==> src/rtl/mem_arbiter.sv <==
// Round-robin arbiter giving a CPU port and a debug/loader port shared use of one memory port.
// One access per MEM_LAT+2 cycles. A requester waits with no ack until its access completes.
module mem_arbiter #(
   parameter int DATA_W  = 32,
   parameter int ADDR_W  = 8,
   parameter int MEM_LAT = 2
) (
   input  logic              clk,
   input  logic              reset,

   input  logic              cpu_req,
   input  logic              cpu_we,
   input  logic [ADDR_W-1:0] cpu_addr,
   input  logic [DATA_W-1:0] cpu_wdata,
   output logic              cpu_ack,
   output logic [DATA_W-1:0] cpu_rdata,
   output logic              cpu_stall,

   input  logic              dbg_req,
   input  logic              dbg_we,
   input  logic [ADDR_W-1:0] dbg_addr,
   input  logic [DATA_W-1:0] dbg_wdata,
   output logic              dbg_ack,
   output logic [DATA_W-1:0] dbg_rdata,
   input  logic              dbg_lock,

   output logic              mem_en,
   output logic              mem_we,
   output logic [ADDR_W-1:0] mem_addr,
   output logic [DATA_W-1:0] mem_wdata,
   input  logic [DATA_W-1:0] mem_rdata,

   output logic              owner
);

   localparam logic [1:0] IDLE   = 2'd0;
   localparam logic [1:0] ACCESS = 2'd1;
   localparam logic [1:0] RESP   = 2'd2;

   localparam logic [3:0] LAT_LOAD = 4'(MEM_LAT - 1);

   logic [1:0]        state;
   logic [3:0]        cnt;
   logic              owner_q;
   logic              last_dbg;
   logic              we_q;
   logic [ADDR_W-1:0] addr_q;
   logic [DATA_W-1:0] wdata_q;

   logic              cpu_elig;
   logic              dbg_elig;
   logic              grant_dbg;

   // dbg_lock only holds back new CPU grants; an access already running is unaffected.
   assign cpu_elig  = cpu_req & ~dbg_lock;
   assign dbg_elig  = dbg_req;
   assign grant_dbg = dbg_elig & (~cpu_elig | ~last_dbg);

   always_ff @(posedge clk or negedge reset) begin
      if (!reset) begin
         state     <= IDLE;
         cnt       <= 4'd0;
         owner_q   <= 1'b0;
         last_dbg  <= 1'b1;
         we_q      <= 1'b0;
         addr_q    <= '0;
         wdata_q   <= '0;
         cpu_rdata <= '0;
         dbg_rdata <= '0;
      end else begin
         case (state)
            IDLE: begin
               if (cpu_elig | dbg_elig) begin
                  state    <= ACCESS;
                  owner_q  <= grant_dbg;
                  last_dbg <= grant_dbg;
                  we_q     <= grant_dbg ? dbg_we    : cpu_we;
                  addr_q   <= grant_dbg ? dbg_addr  : cpu_addr;
                  wdata_q  <= grant_dbg ? dbg_wdata : cpu_wdata;
                  cnt      <= LAT_LOAD;
               end
            end
            ACCESS: begin
               if (cnt == 4'd0) begin
                  state <= RESP;
                  if (!we_q) begin
                     if (owner_q) dbg_rdata <= mem_rdata;
                     else         cpu_rdata <= mem_rdata;
                  end
               end else begin
                  cnt <= cnt - 4'd1;
               end
            end
            RESP: begin
               state <= IDLE;
            end
            default: begin
               state <= IDLE;
            end
         endcase
      end
   end

   // Memory strobes are decoded from state so an asynchronous reset drops them at once.
   assign mem_en    = (state == ACCESS);
   assign mem_we    = mem_en & we_q;
   assign mem_addr  = addr_q;
   assign mem_wdata = wdata_q;

   assign cpu_ack   = (state == RESP) & ~owner_q;
   assign dbg_ack   = (state == RESP) &  owner_q;
   assign cpu_stall = cpu_req & ~cpu_ack;
   assign owner     = owner_q;

endmodule

==> config.mk <==
export PLATFORM = sky130hd
export DESIGN_NAME = mem_arbiter
export DESIGN_NICKNAME = d
export VERILOG_FILES = /design/src/rtl/mem_arbiter.sv
export SDC_FILE = /design/constraint.sdc
export NUM_CORES = 1
export LEC_CHECK = 0
export CORE_ASPECT_RATIO = 0.5
export CORE_UTILIZATION = 27
export CTS_CLUSTER_SIZE = 40
export DETAILED_ROUTE_END_ITERATION = 10
export PLACE_DENSITY = 0.58
export SYNTH_ARGS = -nofsm -noshare
export SYNTH_HDL_FRONTEND = slang
export SYNTH_SLANG_ARGS = --single-unit
==> constraint.sdc <==
create_clock -name clk -period 3.52 [get_ports clk]
set_input_delay 0.88 -clock clk [delete_from_list [all_inputs] [get_ports clk]]
set_output_delay 0.88 -clock clk [all_outputs]
set_load 0.02 [all_outputs]
==> flow_summary.json <==
{
  "status": "complete, no violations",
  "fin_tns_setup_ns": 0,
  "ctsRootBufferMaster": "clkbuf_16",
  "synth.area.top_cells": "dfrtp_1 60%, mux2_2 14%, a21oi_1 8.8%",
  "avgSynthCellArea_um2": 11.60,
  "worstPathMaxFanout": 3,
  "place_congestion": 0.6883,
  "h-tree-depth": 4,
  "final_area_mm2": 0.007742,
  "max-slew-margin-rel": 0.3562,
  "min_path_type": "in2async",
  "timing.rr.start": "cnt[0]",
  "grtUsageMet2": 0.2707,
  "hpwlAfterDp_um": 9218,
  "drc": 0,
  "core_mm2": 0.01660,
  "fin_nets": 752,
  "cp-endpoint": "cpu_stall",
  "cts.sinks": 113,
  "port_buffers": 228,
  "vias": 3813,
  "met3_usage": 0.04942,
  "ys_seq_area_frac": 0.6081,
  "area_growth_pct": 66.43,
  "routed_wl_um": 13390,
  "cp-start-kind": "input pin",
  "pin_count": 229,
  "netlist.top_cell.by_area": "dfrtp_1",
  "postCtsSetupRepairBufs": 0,
  "start_util": 0.2803,
  "fillers": 1571,
  "path_class": "in2out",
  "post_dp_cell_area_mm2": 0.007167,
  "power_switching_uw": 2762,
  "viasPerCell": 4.378,
  "grt_overflow": 0,
  "cts_buffer_depth": 2,
  "min_period_over_period": 0.8652,
  "diodes": 0,
  "wire_per_inst_um": 15.37,
  "synth_fp_nets": 522,
  "clk_latency_ns": 0.41,
  "die-width_um": 187.6,
  "ant_nets": 0,
  "ctsResizeCount": 0,
  "top_usage_layer": "met2",
  "clk_pin_slew_ns": 0.06,
  "crit_start": "cpu_req",
  "grt.total_usage": 0.1562,
  "pwr-share-seq": 0.307,
  "grt_pass1_vias": 3975,
  "crit_arrival_ns": 2.17,
  "grt_setup_unrepaired": "no",
  "cts_hold_buf": 0,
  "multi_input_area_mm2": 0.001690,
  "hold_viol": 0,
  "period_needed_ns": 3.046,
  "rows": 33,
  "cp.required_ns": 2.64,
  "drtIter0Drc": 130,
  "r2r_end": "cpu_rdata[7]",
  "grt_first_pass_wirelength_um": 21210,
  "r2r_cells": 6,
  "worst_pin_slew_ns": 0.9657,
  "vdd_ir_drop_max_mv": 0.4148,
  "p_clk_frac": 0.222,
  "p_leak_uw": 0.003235,
  "p_sw_frac": 0.3674,
  "syn_inst": 401,
  "critPathCaptureType": "primary output",
  "pwr-share-comb": 0.471,
  "report.final.slew_viol_count": 0,
  "finalSetupViolations": 0,
  "register_area_mm2": 0.002829,
  "drive_above_1_share": 0.1724,
  "cts_tree": "built",
  "max_freq_mhz": 328.3,
  "dr.pass1.iters": 4,
  "fin_skew_ns": 0.009631,
  "cts_buffers": 17,
  "yosysWarnings": 0,
  "grt_antenna_before_repair": 0,
  "internal_power_uw": 4755,
  "die_h_um": 94.82,
  "die-area_mm2": 0.01779,
  "p_per_area_mw_per_mm2": 970.9,
  "yosys_register_bits": 113,
  "synthDistinctLibCells": 28,
  "grt_util_met1": 0.1844,
  "grt_start_max_net_pins": 91,
  "maxCapViolCount": 0,
  "syn_area_mm2": 0.004652,
  "synth_top_area_share": 0.6025,
  "r2r_slack_ns": 1.09
}
## synthesized netlist by cell type (all sizes together)
| cell | n |
|---|---|
| nand3b | 1 |
| o21a | 1 |
| nand3 | 3 |
| a22o | 2 |
| ha | 2 |
| o22ai | 1 |
| or3b | 1 |
| nor3b | 1 |
| dfstp | 1 |
| o21ai | 2 |
| mux2 | 65 |
| and2 | 2 |
| xor2 | 1 |
| inv | 3 |
| clkbuf | 18 |
| and3b | 1 |
| buf | 7 |
| nor3 | 2 |
| a21oi | 82 |
| nand2 | 45 |
| nand2b | 2 |
| dfrtp | 112 |
| nor2b | 2 |
| nor2 | 44 |
## how the worst min path moves through the flow
stage          depth (start not counted)       endpoint           from
5_1_grt                                1  mem_wdata[16]          reset
3_5_place_dp                           1  dbg_rdata[14]  dbg_rdata[14]
6_report                               1  mem_wdata[16]          reset
2_1_floorplan                          1         cnt[2]         cnt[2]
4_1_cts                                1   mem_wdata[9]          reset
3_3_place_gp                           1  dbg_rdata[11]  dbg_rdata[11]
## per-layer routing
metal | share of wire | vias to the layer above
met3 | 0.058 | 6
met4 | 0.0081 | 0
li1 | - | 1835
met1 | 0.43 | 1862
met2 | 0.51 | 110
met5 | 0 | -
## power by group through the flow
stage,clock [uW],combinational (uW),sequential [uW]
detailed placement,0,3590,2330
global placement,0,3550,2310
global route,1790,3790,2400
floorplan,0,1070,3070
finish,1670,3540,2310
CTS,1730,3600,2320
## cell usage in the layout (no fill, tap or decap), drive strengths merged, types with 2 or more instances in the layout
master and n:
mux2 65, inv 11, nand2b 2, clkdlybuf4s50 227
dfrtp 112, nand3 3, ha 2, a22o 2
buf 9, and2 2, clkbuf 17, o21ai 2
nand2 45, clkinv 3, a21oi 82, nor3 2
clkinvlp 3, nor2 44, nor2b 2
## state kept, by name, indices dropped and copies added, names as in the netlist
register / flops
owner: 1
cpu_rdata: 32
mem_addr: 8
we_q: 1
cnt: 4
mem_wdata: 32
state: 2
dbg_rdata: 32
last_dbg: 1
## critical path, cell delays in order
cell and delay [ns]:
clkdlybuf4s50_1 0.53, nor2b_1 0.15, clkdlybuf4s50_1 0.61
## per-stage QoR
step / setup slack [ns] / cells / hold slack, ns / util / total power [uW]
2_1_floorplan: 1.307 / 401 / 0.4814 / - / 4145
3_3_place_gp: 0.4740 / 839 / 0.4872 / 0.4318 / 5865
3_5_place_dp: 0.4794 / 839 / 0.4917 / 0.4318 / 5920
4_1_cts: 0.4650 / 871 / 0.3751 / 0.4665 / 7644
5_1_grt: 0.4289 / 871 / 0.3859 / 0.4665 / 7976
6_report: 0.4744 / 871 / 0.3853 / 0.4665 / 7517
## area by class of cell
class,count,share of cell area
sequential,113,0.3654
timing repair buffer,236,0.3038
multi-input combinational,260,0.2183
clock buffer,17,0.05495
tap,227,0.03668
clock inverter,15,0.01939
inverter,3,0.001454
## logic make-up (layout without fill, tap and decap cells)
kind of cell             Yosys count  after routing  synth area share
AO/OA/AOI/OAI                     88             88           0.09709
XOR/XNOR                           1              1          0.001883
adder cells (fa/ha/maj)            2              2          0.005378
buffers and inverters             28            271           0.03147
flip-flops                       113            113            0.6081
multiplexers                      65             65            0.1622
AND/OR/NAND/NOR                  104            104           0.09387
No activity file was read; power rests on OpenSTA's default activity.
